### config.mk
export PLATFORM = sky130hd
export DESIGN_NAME = window_bank_sched
export DESIGN_NICKNAME = d
export VERILOG_FILES = /design/src/rtl/window_bank_sched.sv
export SDC_FILE = /design/constraint.sdc
export NUM_CORES = 1
export LEC_CHECK = 0
export CAP_MARGIN = 20
export CELL_PAD_IN_SITES_DETAIL_PLACEMENT = 1
export CELL_PAD_IN_SITES_GLOBAL_PLACEMENT = 1
export CORE_UTILIZATION = 40
export CTS_CLUSTER_DIAMETER = 30
export CTS_CLUSTER_SIZE = 28
export DETAILED_ROUTE_END_ITERATION = 16
export PLACE_DENSITY = 0.71
export SYNTH_ARGS = -nofsm -noshare
export SYNTH_HDL_FRONTEND = slang
export SYNTH_SLANG_ARGS = --single-unit
### constraint.sdc
create_clock -name iClk -period 5.33 [get_ports iClk]
set_clock_uncertainty 0.1 [all_clocks]
set_input_delay 1.066 -clock iClk [delete_from_list [all_inputs] [get_ports iClk]]
set_output_delay 1.066 -clock iClk [all_outputs]
set_load 0.005 [all_outputs]
### src/rtl/window_bank_sched.sv
// Ping-pong bank scheduler for the 3x3 window pipeline: the writer fills one BRAM bank
// while the window block reads the other; frame hand-off, stall, completion and timeout live here.
module window_bank_sched #(
  parameter int WIDTH   = 480,
  parameter int HEIGHT  = 272,
  parameter int TIMEOUT = 1024,
  parameter int FCNT_W  = 8
) (
  input  logic              iClk,
  input  logic              iRst,
  input  logic              iRunEn,
  input  logic              iWrFrameDone,
  output logic              oWrReady,
  output logic              oWrBank,
  output logic              oRdBank,
  output logic              oWinEn,
  input  logic              iWinValid,
  input  logic              iOutReady,
  output logic              oBusy,
  output logic              oFrameDone,
  output logic [FCNT_W-1:0] oFrameCnt,
  output logic              oErr
);

  localparam int PIX   = WIDTH * HEIGHT;
  localparam int PIX_W = (PIX > 1) ? $clog2(PIX) : 1;
  localparam int TO_W  = (TIMEOUT > 1) ? $clog2(TIMEOUT) : 1;

  typedef enum logic [1:0] {IDLE = 2'd0, RUN = 2'd1, DONE = 2'd2} stateT;

  stateT            state;
  logic [1:0]       rFull;
  logic [1:0]       fullNext;
  logic [PIX_W-1:0] pixCnt;
  logic [TO_W-1:0]  toCnt;
  logic             wrAccept;
  logic             winAccept;
  logic             winMiss;
  logic             lastPix;
  logic             toLast;

  assign oWrReady  = !rFull[oWrBank];
  assign wrAccept  = iWrFrameDone && oWrReady;
  assign oWinEn    = (state == RUN) && iOutReady;
  assign winAccept = oWinEn && iWinValid;
  assign winMiss   = oWinEn && !iWinValid;
  assign lastPix   = (pixCnt == PIX_W'(PIX - 1));
  assign toLast    = (toCnt == TO_W'(TIMEOUT - 1));
  assign oBusy     = (state != IDLE);

  // A write accept and a DONE release never hit the same bank: the writer only
  // targets an empty bank, the reader only releases a full one.
  always_comb begin
    fullNext = rFull;
    if (wrAccept)
      fullNext[oWrBank] = 1'b1;
    if (state == DONE)
      fullNext[oRdBank] = 1'b0;
  end

  always_ff @(posedge iClk or negedge iRst) begin
    if (!iRst) begin
      state      <= IDLE;
      rFull      <= 2'b00;
      oWrBank    <= 1'b0;
      oRdBank    <= 1'b0;
      pixCnt     <= '0;
      toCnt      <= '0;
      oFrameDone <= 1'b0;
      oFrameCnt  <= '0;
      oErr       <= 1'b0;
    end else begin
      rFull      <= fullNext;
      oFrameDone <= 1'b0;
      if (wrAccept)
        oWrBank <= ~oWrBank;
      case (state)
        IDLE: begin
          if (iRunEn && rFull[oRdBank])
            state <= RUN;
        end
        RUN: begin
          if (winAccept) begin
            toCnt <= '0;
            if (lastPix) begin
              pixCnt     <= '0;
              state      <= DONE;
              oFrameDone <= 1'b1;
            end else begin
              pixCnt <= pixCnt + PIX_W'(1);
            end
          end else if (winMiss) begin
            // Give up on this attempt but keep the bank full so the next start retries it.
            if (toLast) begin
              oErr   <= 1'b1;
              state  <= IDLE;
              pixCnt <= '0;
              toCnt  <= '0;
            end else begin
              toCnt <= toCnt + TO_W'(1);
            end
          end
        end
        DONE: begin
          oRdBank   <= ~oRdBank;
          oFrameCnt <= oFrameCnt + FCNT_W'(1);
          pixCnt    <= '0;
          toCnt     <= '0;
          state     <= IDLE;
        end
        default: state <= IDLE;
      endcase
    end
  end

endmodule
After elaboration in Yosys (flattened, before gate mapping)
Cells that the tools add are included.
{ "word_totals": {"word_cells": 74, "out_inout_bits": 15, "register_bits": 43, "input_bits": 6} }
{ "op_classes": {"n_reduce_logical": 16, "n_bitwise": 6, "magnitude_cmp": 4, "add_sub_neg": 3, "mux": 28, "n_eq_ne": 8} }
{ "op_table": {"columns": ["operator", "count"], "rows": [
  ["17-bit 2-to-1 mux", 4],
  ["17-bit one-hot mux with 2 select lines", 1],
  ["10-bit 2-to-1 mux", 3],
  ["10-bit one-hot mux with 2 select lines", 1],
  ["17-bit by 1-bit adder with 17-bit output (second input constant)", 1],
  ["17-bit equality test (second input constant)", 1],
  ["2-bit 2-to-1 mux", 7],
  ["10-bit by 1-bit adder with 10-bit output (second input constant)", 1],
  ["10-bit equality test (second input constant)", 1],
  ["1-bit 2-to-1 mux", 9],
  ["3-bit inequality test (second input constant)", 3],
  ["8-bit by 1-bit adder with 8-bit output (second input constant)", 1],
  ["4-bit AND reduction", 2],
  ["1-bit logical AND", 7],
  ["1-bit by 2-bit < comparator with 1-bit output (second input constant)", 2],
  ["2-bit one-hot mux with 2 select lines", 1],
  ["2-bit nonzero test", 2],
  ["1-bit NOT", 3],
  ["3-bit AND reduction", 1],
  ["2-bit AND", 1],
  ["1-bit demux with 1-bit select", 2],
  ["2-bit by 1-bit equality test with 1-bit output (second input constant)", 1],
  ["2-bit equality test (second input constant)", 1],
  ["1-bit greater-or-equal comparator (second input constant)", 2],
  ["6 further kinds", 7]
]} }

Logic depth before layout (Yosys ltp)
{ "depth": {"word_depth": 8, "ltp_mapped": 7, "depth_no_buf": 5} }

Worst setup path after synthesis
OpenSTA, ideal clock, no wires.
{ "synth_timing": {"kind": "input -> output", "from": "input iOutReady", "to": "output oWinEn", "stages": 2, "t_arrival_ns": 1.346, "path_slack_ns": 2.818, "n_path_buf": 1, "t_required_ns": 4.164, "cell_sequence": "and3b_1 > buf_2"} }
{ "synth_via": {"elab_chain_cells": 1} }
{ "synth_rtl": {"columns": ["element", "line_no", "rtl"], "rows": [
  ["start, declared", "18", "input logic iOutReady,"],
  ["1-bit logical AND", "44", "assign oWinEn = (state == RUN) && iOutReady;"],
  ["end, declared", "16", "output logic oWinEn,"]
]} }
Every way passes these cells.

Final worst setup path
Ends and elaborated chain as after synthesis.

==> impl_metrics.yaml <==
logic_synthesis:
  synth_most_common_cell: "dfrtp_1"
  yosys_warnings: 0
  synth_edf_count: 0
  synth_cell_types: 54
  synth_area_per_cell_um2: 9.67
  synth.cell_area_mm2: 0.00234
  synth_top_area_cell: "dfrtp_1"
  synthTopCellsByCount: "dfrtp_1 (43), nand2_1 (20), nand3_1 (18)"
  ys_ff_latch: 43
  async_flop_share: 1.00
  synthTopCellsByArea: "dfrtp_1 (46%), nand3_1 (3.8%), nand4_1 (3.5%), o21ai_0 (3.4%), nand2_1 (3.2%)"
  netlist.area_leader.share: 0.460
  synth.net_count: 251
  synth-seq-area-share: 0.460
  syn_inst: 242
  synth_ff_type: "dfrtp_1"
placement:
  portBuffers: 20
  gp_congestion: 0.769
  dp_slack_ps: 1800
  hpwl_mm: 4.09
global_route:
  grt_pass1_wl_mm: 10.3
  gr-total-overflow: 0
  grt_max_degree: 44
  track_usage: 0.213
  first_global_vias: 2071
  antenna_found_initial: 0
sta:
  post-route-min-period_ps: 3530
  finalSetupViolCount: 0
  tns_ps: 0
  max_slew_margin: 0.549
  grt_setup_unrepaired: "no"
  maxSlewViolCount: 0
  fin_crit_sh: 0.662
  hold_viol: 0
  max_slew.worst_pin.slew_ps: 674
  fmax_mhz: 283
  worst_slack_ps: 1800
clock_network:
  cts.clk_slew.worst_paths_ps: 80
  cts_resized: 0
  cts-htree-levels: 2
  root_buffer: "clkbuf_8"
  clk_latency_ps: 300
  cts_tree: "yes"
  cts_hold_buffers: 0
  cts_setup_buffers: 0
  ctsLongestPathBuffers: 2
  cts_made_buffers: 5
  cts_sinks: 43
setup_path:
  slowest_stage: "clkdlybuf4s50_1"
  rr_startpoint: "toCnt[0]"
  crit_required_ps: 4160
  max_stage_delay_ps: 530
  endpoint_kind: "output pin"
  crit_top_cell: "clkdlybuf4s50_1"
  cp_num_buf_inv: 2
  arrival_ps: 2360
  cp.depth: 3
  setup.worst_path.class: "in -> out"
  crit_fanout: 5
  r2r_cells: 5
  crit_chain: "clkdlybuf4s50_1 -> and3b_1 -> clkdlybuf4s50_1"
  cp_top_family: "buffers and inverters"
  r2r_slack_ps: 2870
  start_kind: "input pin"
  r2r-end: "pixCnt[14]"
floorplanning:
  coreArea_mm2: 0.00557
  die_w_um: 78.5
  io_pins: 21
  row_count: 27
  die-area_mm2: 0.00616
  die_h_um: 78.5
  initial_utilization: 0.420
route:
  dr_total_vias: 1988
  drc: 0
  wire_per_inst_um: 17.5
  drtPass1Iterations: 4
  wirelength_mm: 5.80
  ant_nets: 0
  viasPerCell: 5.99
  drt_iter0_drc: 111
run:
  drv_cap: 0
worst_hold_path:
  hold_path.class: "reg -> reg"
  hold_start: "oErr"
  whs_path_depth: 1
  worst_hold_path.endpoint: "oErr"
pwr:
  p_seq_frac: 0.543
  p_switching_mw: 0.234
  comb_power_share: 0.172
  clkPwrFrac: 0.285
  peakVddDrop_uv: 155
  power_density_mw_per_mm2: 276
  p_leak_nw: 1.11
  switching_share: 0.318
  p_int_mw: 0.502
cells_and_area:
  final_layout_size_suffix_gt1_frac: 0.0731
  nets: 268
  area.growth.synth_to_final_pct: 14.1
  diodes: 0
outcome:
  status: "finished, final reports clean"
cell type report:
cell class / instances / area [um^2]
fillers: 638 / 2900
multi-input cells: 182 / 1180
flip-flops and latches: 43 / 1080
repair buffers: 21 / 215
well taps: 72 / 90.1
clock buffers: 6 / 72.6
inverters: 6 / 22.5
clock inverters: 2 / 12.5
sequential cells by signal, summed over array words and instances, names as in the netlist:
signal      count
rFull           2
toCnt          10
oRdBank         1
oFrameCnt       8
oWrBank         1
state           2
oFrameDone      1
oErr            1
pixCnt         17
power groups by stage:
| stage | sequential [mW] | combinational, mW | clock, mW |
|---|---|---|---|
| global placement | 0.404 | 0.122 | 0 |
| CTS | 0.399 | 0.127 | 0.221 |
| finish | 0.400 | 0.127 | 0.210 |
| global route | 0.405 | 0.144 | 0.229 |
| detailed placement | 0.405 | 0.126 | 0 |
| floorplan | 0.388 | 0.0878 | 0 |
cell usage in the layout (no fill, tap or decap), drive strengths merged, types with 2 or more instances in the layout:
master,netlist,routed
and3,7,7
buf,9,2
dfrtp,43,43
a22o,3,3
o41ai,2,2
o311ai,6,6
o2111ai,2,2
a21oi,12,12
nand2,21,21
a221o,3,3
inv,6,6
nor4,2,2
clkbuf,2,6
a211o,2,2
nand3,18,18
xnor2,5,5
xor2,3,3
nor3,8,8
and2,2,2
nor2b,3,3
a211oi,2,2
mux2i,5,5
a41oi,2,2
o31ai,2,2
o21ai,17,17
or2,2,2
nand4,13,13
ha,3,3
clkdlybuf4s50,0,19
and4,4,4
a22oi,2,2
nor2,10,10
a31oi,7,7
cell families (layout without fill, tap and decap cells):
kind of cell | count (synthesis) | after routing | synth area share
XOR/XNOR | 8 | 8 | 0.0299
flip-flops | 43 | 43 | 0.460
AND/OR/NAND/NOR | 98 | 98 | 0.233
AO/OA/AOI/OAI | 67 | 67 | 0.200
adder cells (fa/ha/maj) | 3 | 3 | 0.0160
buffers and inverters | 17 | 35 | 0.0358
multiplexers | 6 | 6 | 0.0262
worst max-delay path by stage:
stage	slack, ps	endpoint	start
floorplan	2820	oWinEn	iOutReady
global placement	1800	oWinEn	iOutReady
detailed placement	1800	oWinEn	iOutReady
CTS	1790	oWinEn	iOutReady
global route	1690	oWinEn	iOutReady
finish	1800	oWinEn	iOutReady
worst register-to-register path, delay by kind of cell (launching register included):
kind / cells / cell delay [ps]
adder cells (fa/ha/maj): 1 / 200
flip-flops: 1 / 400
AO/OA/AOI/OAI: 1 / 370
AND/OR/NAND/NOR: 3 / 1290
layer usage:
metal  track usage  share of wire  up-vias
li1              -              -      960
met1         0.293           0.50      986
met2         0.322           0.45       29
met3        0.0430          0.027       13
met4        0.0944          0.023        0
met5             0              0        -
per-stage QoR:
step	instances	cell area, um^2	utilization	hold slack (ps)	total power, mW
after floorplan	242	2340	-	351	0.476
after global placement	323	2560	0.460	357	0.526
after detailed placement	323	2560	0.460	356	0.531
after CTS	331	2650	0.475	375	0.747
after global routing	332	2670	0.479	410	0.778
final	332	2670	0.479	367	0.736
Note: power is estimated with default switching activity, not from simulation.
